File: config.mk
export PLATFORM = sky130hd
export DESIGN_NAME = mdll_jm_seq
export DESIGN_NICKNAME = d
export VERILOG_FILES = /design/src/rtl/mdll_jm_pkg.sv /design/src/rtl/mdll_jm_acc.sv /design/src/rtl/mdll_jm_seq.sv
export SDC_FILE = /design/constraint.sdc
export NUM_CORES = 1
export LEC_CHECK = 0
export CAP_MARGIN = 10
export CORE_MARGIN = 2
export CORE_UTILIZATION = 58
export DETAILED_ROUTE_END_ITERATION = 10
export PLACE_DENSITY = 0.84
export SYNTH_ARGS = -nofsm -noshare
export SYNTH_HDL_FRONTEND = slang
export SYNTH_HIERARCHICAL = 1
export SYNTH_SLANG_ARGS = --single-unit
export TNS_END_PERCENT = 5
File: constraint.sdc
create_clock -name clk -period 3.6 [get_ports clk]
set_input_delay 0.54 -clock clk [delete_from_list [all_inputs] [get_ports clk]]
set_output_delay 0.54 -clock clk [all_outputs]
set_load 0.02 [all_outputs]
File: src/rtl/mdll_jm_pkg.sv
// Shared types and constants for the MDLL jitter-measurement sequencer.
// Holds the sequencer states, the default data widths and the config decode helpers.
package mdll_jm_pkg;

   localparam int JM_W = 20;
   localparam int LF_W = 13;

   typedef enum logic [2:0] {
      IDLE,
      CLR,
      MEAS,
      SETTLE,
      CAPTURE,
      DONE
   } jm_state_e;

   // A zero config field encodes the largest value the field can represent plus one.
   function automatic logic [6:0] ncycle_eff(input logic [5:0] v);
      return (v == 6'd0) ? 7'd64 : {1'b0, v};
   endfunction

   function automatic logic [4:0] nrun_eff(input logic [3:0] v);
      return (v == 4'd0) ? 5'd16 : {1'b0, v};
   endfunction

endpackage

File: src/rtl/mdll_jm_acc.sv
// Result accumulator: running sum, min, max, last loop-filter value and capture count.
// The clear strobe resets the statistics but deliberately keeps the last lf snapshot.
module mdll_jm_acc
   import mdll_jm_pkg::*;
#(
   parameter int JM_W = mdll_jm_pkg::JM_W,
   parameter int LF_W = mdll_jm_pkg::LF_W
) (
   input  logic            clk,
   input  logic            rstb,
   input  logic            clr_i,
   input  logic            cap_i,
   input  logic [JM_W-1:0] jm_i,
   input  logic [LF_W-1:0] lf_i,
   output logic [JM_W+3:0] sum_o,
   output logic [JM_W-1:0] min_o,
   output logic [JM_W-1:0] max_o,
   output logic [LF_W-1:0] lf_o,
   output logic [4:0]      nrun_o
);

   logic [JM_W+3:0] sum_q;
   logic [JM_W-1:0] min_q;
   logic [JM_W-1:0] max_q;
   logic [LF_W-1:0] lf_q;
   logic [4:0]      nrun_q;

   // Strict compares so equal samples leave min/max untouched.
   always_ff @(posedge clk or negedge rstb) begin
      if (!rstb) begin
         sum_q  <= '0;
         min_q  <= '1;
         max_q  <= '0;
         lf_q   <= '0;
         nrun_q <= '0;
      end else if (clr_i) begin
         sum_q  <= '0;
         min_q  <= '1;
         max_q  <= '0;
         nrun_q <= '0;
      end else if (cap_i) begin
         sum_q  <= sum_q + {4'b0000, jm_i};
         if (jm_i < min_q) min_q <= jm_i;
         if (jm_i > max_q) max_q <= jm_i;
         lf_q   <= lf_i;
         nrun_q <= nrun_q + 5'd1;
      end
   end

   assign sum_o  = sum_q;
   assign min_o  = min_q;
   assign max_o  = max_q;
   assign lf_o   = lf_q;
   assign nrun_o = nrun_q;

endmodule

File: src/rtl/mdll_jm_seq.sv
// Host-side sequencer for the MDLL jitter-measurement path: runs nrun JM windows,
// accumulates jm_out statistics and hands the result to the register bank.
module mdll_jm_seq
   import mdll_jm_pkg::*;
#(
   parameter int SETTLE_CYC = 4,
   parameter int CLR_CYC    = 2,
   parameter int JM_W       = mdll_jm_pkg::JM_W,
   parameter int LF_W       = mdll_jm_pkg::LF_W
) (
   input  logic            clk,
   input  logic            rstb,
   input  logic            start,
   input  logic            abort,
   input  logic [5:0]      cfg_ncycle,
   input  logic [3:0]      cfg_nrun,
   input  logic [JM_W-1:0] jm_out,
   input  logic [LF_W-1:0] lf_out,
   output logic            en_jm,
   output logic [5:0]      ncycle_jm,
   output logic            busy,
   output logic            res_valid,
   input  logic            res_ready,
   output logic [JM_W+3:0] res_sum,
   output logic [JM_W-1:0] res_min,
   output logic [JM_W-1:0] res_max,
   output logic [LF_W-1:0] res_lf,
   output logic [4:0]      res_nrun
);

   jm_state_e  state_q, state_d;
   logic [7:0] cnt_q, cnt_d;
   logic [5:0] ncycle_q, ncycle_d;
   logic [4:0] target_q, target_d;
   logic       en_q, en_d;
   logic       acc_clr, acc_cap;
   logic [4:0] acc_nrun;

   always_ff @(posedge clk or negedge rstb) begin
      if (!rstb) begin
         state_q  <= IDLE;
         cnt_q    <= '0;
         ncycle_q <= '0;
         target_q <= '0;
         en_q     <= 1'b0;
      end else begin
         state_q  <= state_d;
         cnt_q    <= cnt_d;
         ncycle_q <= ncycle_d;
         target_q <= target_d;
         en_q     <= en_d;
      end
   end

   // cnt_q counts down the remaining cycles of the timed phases; abort overrides everything.
   always_comb begin
      state_d  = state_q;
      cnt_d    = cnt_q;
      ncycle_d = ncycle_q;
      target_d = target_q;
      acc_clr  = 1'b0;
      acc_cap  = 1'b0;
      if (abort) begin
         state_d = IDLE;
      end else begin
         case (state_q)
            IDLE: begin
               if (start) begin
                  ncycle_d = cfg_ncycle;
                  target_d = nrun_eff(cfg_nrun);
                  acc_clr  = 1'b1;
                  cnt_d    = 8'(CLR_CYC - 1);
                  state_d  = CLR;
               end
            end
            CLR: begin
               if (cnt_q == 8'd0) begin
                  cnt_d   = {1'b0, ncycle_eff(ncycle_q)} - 8'd1;
                  state_d = MEAS;
               end else begin
                  cnt_d = cnt_q - 8'd1;
               end
            end
            MEAS: begin
               if (cnt_q == 8'd0) begin
                  cnt_d   = 8'(SETTLE_CYC - 1);
                  state_d = SETTLE;
               end else begin
                  cnt_d = cnt_q - 8'd1;
               end
            end
            SETTLE: begin
               if (cnt_q == 8'd0) begin
                  state_d = CAPTURE;
               end else begin
                  cnt_d = cnt_q - 8'd1;
               end
            end
            CAPTURE: begin
               acc_cap = 1'b1;
               if (acc_nrun + 5'd1 == target_q) begin
                  state_d = DONE;
               end else begin
                  cnt_d   = 8'(CLR_CYC - 1);
                  state_d = CLR;
               end
            end
            DONE: begin
               if (res_ready) state_d = IDLE;
            end
            default: state_d = IDLE;
         endcase
      end
      en_d = (state_d == MEAS);
   end

   mdll_jm_acc #(
      .JM_W(JM_W),
      .LF_W(LF_W)
   ) u_acc (
      .clk   (clk),
      .rstb  (rstb),
      .clr_i (acc_clr),
      .cap_i (acc_cap),
      .jm_i  (jm_out),
      .lf_i  (lf_out),
      .sum_o (res_sum),
      .min_o (res_min),
      .max_o (res_max),
      .lf_o  (res_lf),
      .nrun_o(acc_nrun)
   );

   assign res_nrun  = acc_nrun;
   assign en_jm     = en_q;
   assign ncycle_jm = ncycle_q;
   assign busy      = (state_q != IDLE) && (state_q != DONE);
   assign res_valid = (state_q == DONE);

endmodule

Word-level counts from Yosys, hierarchy flattened
Index checks and enable logic that the tools add are counted.
Widths: inputs -> output; s select.

operators by class
  add/sub/neg operators = 4
  $lt $le $gt $ge = 2
  equality and inequality tests = 11
  muxes and demuxes = 31
  bitwise operators = 2
  reductions and logical operators = 15

operators by type and width
  kind                 count
  $mux 20              6
  $mux 24              2
  $mux 8               5
  $pmux 8 s5           1
  $add 24x20->24       1
  $mux 3               7
  $gt 20x20->1         1
  $lt 20x20->1         1
  $pmux 3 s6           1
  $mux 5               3
  $eq 3x2->1 const B   3
  $logic_not 8->1      1
  $sub 7x1->8 const B  1
  $sub 8x1->8 const B  1
  $mux 7               1
  $eq 3x3->1 const B   2
  $logic_not 6->1      1
  $ne 2x2->1 const B   3
  $reduce_and 2->1     3
  $reduce_bool 2->1    3
  $add 5x1->5 const B  1
  $eq 5x5->1           1
  $mux 1               5
  $reduce_and 5->1     1
  other kinds (9)      10

storage, ports and cells
  register bits after elaboration = 105

Depth between registers and ports, before layout
  depth after elaboration = 6
  depth in mapped cells = 11
  mapped depth without buffers = 8

Modules after synthesis
The synthesis kept the hierarchy.

by module, submodules not included
  module       instances  cells an instance  area an instance (µm²)  sequential area each (µm²)
  mdll_jm_acc  1          713                6,118.4                 2,077.0
  mdll_jm_seq  1          162                1,574.0                 575.6

Least setup slack after synthesis
Ideal clock, no wire load.

  path kind = input port to flip-flop
  from = in jm_out[0]
  to = reg u_acc.sum_q[16] (netlist: u_acc/sum_o[16])
  arrival time = 2,449 ps
  required time = 3,478 ps
  setup slack = 1,029 ps
  stages = 8
  path buffers = 0
  cells stage by stage = ha_1 -> fa_1 -> a21o_1 -> nand4_1 -> a21oi_2 -> o211a_1 -> or4_1 -> a32o_1

between the ends
  cells in the longest elaborated chain, start to end = 3

ends and longest elaborated chain
  item                  RTL line           text
  start, declared       mdll_jm_seq.sv:17  input logic [JM_W-1:0] jm_out,
  $add 24x20->24        mdll_jm_acc.sv:42  sum_q <= sum_q + {4'b0000, jm_i};
  $mux 24               mdll_jm_acc.sv:41  end else if (cap_i) begin
  $mux 24               mdll_jm_acc.sv:36  end else if (clr_i) begin
  end signal, assigned  mdll_jm_acc.sv:42
  end, declared         mdll_jm_acc.sv:22  logic [JM_W+3:0] sum_q;

No other way between the ends. The select of a mux whose other input is x is not followed.
A chain may end at the register's enable or synchronous reset.

Worst setup path in the final report
  from = in jm_out[18]
  to = reg u_acc.min_q[1] (netlist: u_acc/min_o[1])

between the ends
  cells in the longest elaborated chain, start to end = 3

ends and longest elaborated chain
  item                         RTL line           text
  $lt 20x20->1                 mdll_jm_acc.sv:43  if (jm_i < min_q) min_q <= jm_i;
  $reduce_bool 2->1 (no line)  --
  $reduce_and 2->1 (no line)   --
  end signal, assigned         mdll_jm_acc.sv:43
  end, declared                mdll_jm_acc.sv:23  logic [JM_W-1:0] min_q;

No other way between the ends.

==> results.sh <==
export IMPL_status="complete, no violations"
export IMPL_combPwrFrac_pct=33.7
export IMPL_core_sq_um=13100
export IMPL_track_usage_pct=30.9
export IMPL_ir_drop_v=0.000247
export IMPL_top_layer="met4"
export IMPL_layout_common_cells="clkdlybuf4s50_1, nand2_1, dfrtp_1"
export IMPL_grt_max_degree=51
export IMPL_dpl_cell_area_sq_um=9270
export IMPL_p_leak_nw=4.55
export IMPL_io_pins=139
export IMPL_gp_congestion=0.927
export IMPL_synth_nets=988
export IMPL_ys_seq_area_share_pct=34.5
export IMPL_start_util_pct=58.8
export IMPL_p_sw_share_pct=34.5
export IMPL_cp_data_required_time_ns=3.84
export IMPL_die_x_um=119
export IMPL_yosys_area_top_type="dfrtp_1"
export IMPL_wl_per_cell_um=18.2
export IMPL_cp_arrival_ns=3.17
export IMPL_cts_resized=0
export IMPL_cts_root_buf="clkbuf_16"
export IMPL_wl_um=21400
export IMPL_die_h_um=119
export IMPL_synth_edff_count=0
export IMPL_fin_crit_sh_pct=81.3
export IMPL_grt_ovfl_total=0
export IMPL_crit_type="input pin to flop"
export IMPL_rsz0062_at_grt="false"
export IMPL_cts_sinks=105
export IMPL_fin_tns_setup_ns=0
export IMPL_cts_setup_buffers=0
export IMPL_antenna_found_initial=0
export IMPL_hpwl_um=15500
export IMPL_synth_top_cell_area_share_pct=27.7
export IMPL_clock_fmax_mhz=342
export IMPL_port_buffers=138
export IMPL_drtIter0Drc=628
export IMPL_async_reset_ff_share_pct=100
export IMPL_yosys_top_cells_area="dfrtp_1, ha_1, dfstp_2"
export IMPL_dieArea_sq_um=14200
export IMPL_synth_warnings=6
export IMPL_grt_pass1_vias=7106
export IMPL_wl_met3_um=1280
export IMPL_final_hold_violation_count=0
export IMPL_vias=7374
export IMPL_syn_inst=875
export IMPL_power_switching_w=0.00138
export IMPL_drive_gt1_share_pct=10.1
export IMPL_cts_tree="yes"
export IMPL_worst_pin_slew_ns=0.861
export IMPL_final_common_cell="clkdlybuf4s50_1"
export IMPL_period_needed_ns=2.93
export IMPL_rows=42
export IMPL_drtPass1Iterations=5
export IMPL_syn_area_sq_um=7690
export IMPL_final_setup_viol_count=0
export IMPL_p_per_area_nw_per_um2=416
export IMPL_ys_ff_latch=105
export IMPL_path_max_fanout=40
export IMPL_synth_cell_type_count=83
export IMPL_endpoint_kind="flop"
export IMPL_clock_skew_ns=0.00904
export IMPL_synthFlopType="dfrtp_1"
export IMPL_slew_violations=0
export IMPL_fin_area_sq_um=9620
export IMPL_syn_avg_cell_area_sq_um=8.79
export IMPL_hold_path_class="input pin to asynchronous set/reset pin"
export IMPL_path_clk_slew_ns=0.07
export IMPL_cts_max_path_buffers=2
export IMPL_critPathLaunchType="input pin"
export IMPL_drc_errors=0
export IMPL_antenna_left=0
export IMPL_drt_vias_per_instance=6.27
export IMPL_syn_to_final_growth_pct=25.1
export IMPL_insertion_delay_ns=0.36
export IMPL_cts_buffers=9
export IMPL_ctsHoldBuffers=0
export IMPL_p_int_w=0.00262
export IMPL_p_seq_share_pct=36.8
export IMPL_wl_met2_um=10300
export IMPL_insertedDiodeCount=0
export IMPL_nets=1109
export IMPL_ctsHtreeMaxLevel=3
export IMPL_p_clk_share_pct=29.5
export IMPL_cap_violations=0
export IMPL_relSlewSlack_pct=42.6
export IMPL_grt_pass1_wl_um=35800
export IMPL_met1_length_um=9250
[cells in the mapped netlist, types with 20 or more instances]
| master | count |
|---|---|
| a21oi_1 | 31 |
| dfrtp_1 | 85 |
| nand4_1 | 56 |
| o21ai_0 | 41 |
| ha_1 | 64 |
| or4_1 | 23 |
| dfstp_2 | 20 |
| o311ai_0 | 22 |
| clkbuf_1 | 35 |
| inv_1 | 78 |
| nand2_1 | 86 |
| o2111ai_1 | 21 |
| nor2_1 | 63 |
[power groups by stage]
stage                     Sequential (W)  Combinational (W)  Clock [W]
after global routing             0.00149            0.00148    0.00123
after floorplan                  0.00154           0.000794          0
after detailed placement         0.00149            0.00133          0
after global placement           0.00148            0.00130          0
after CTS                        0.00147            0.00134    0.00119
final                            0.00147            0.00135    0.00118
[stage by stage]
stage	hold slack, ns	cells	total power, W	utilization, %	setup slack [ns]
CTS	0.220	1177	0.00400	73.5	0.697
floorplan	0.244	875	0.00234	-	1.03
finish	0.208	1177	0.00400	73.5	0.674
global route	0.256	1177	0.00420	73.5	0.474
detailed placement	0.462	1161	0.00282	70.8	0.344
global placement	0.457	1161	0.00278	70.8	0.386
[sequential cells by signal, summed over array words and instances (netlist names)]
signal,cells
cnt_q,8
en_jm,1
ncycle_jm,6
state_q,3
target_q,5
u_acc/lf_o,13
u_acc/max_o,20
u_acc/min_o,20
u_acc/nrun_o,5
u_acc/sum_o,24
[final timing paths]
check,from,to,slack [ns],depth (start not counted)
max,jm_out[18],u_acc/min_o[1],0.67,11
min,rstb,u_acc/max_o[14],0.21,1
max reg2reg,state_q[1],u_acc/min_o[1],0.80,10
min reg2reg,u_acc/lf_o[0],u_acc/lf_o[0],0.47,2
max in group asynchronous,rstb,u_acc/min_o[1],2.58,2
min in group clk,u_acc/lf_o[0],u_acc/lf_o[0],0.47,2
[area by class of cell]
type	instances	area, sq um
fillers	949	3460
flip-flops and latches	105	2650
well taps	176	220
inverters	79	297
repair buffers	163	1580
multi-input cells	638	4520
clock buffers	12	256
clock inverters	4	98.8
[critical path, stage by stage]
cell and delay (ns):
clkdlybuf4s50_1 0.47, buf_4 0.19, ha_1 0.32, a21oi_1 0.14, o21ai_0 0.10, a2111oi_0 0.46
buf_4 0.21, o31ai_4 0.06, buf_4 0.25, o21ai_0 0.23, o311ai_0 0.19
[metal layers]
layer,up-vias,GRT usage [%]
met2,289,49.6
met3,42,3.64
met1,3545,42.1
li1,3498,-
met4,0,14.3
met5,-,0
[cells by family (layout without fill, tap and decap cells)]
kind of cell,count (synthesis),after routing,share of synthesized area (%)
muxes,20,20,2.86
DFF,105,105,34.5
xor gates and xnor gates,23,23,2.62
buffers and inverters,132,258,7.22
adders and majority gates,65,65,10.7
AOI/OAI and AO/OA,214,214,20.3
and+or+nand+nor,316,316,21.9
(Power assumes the default switching activity.)
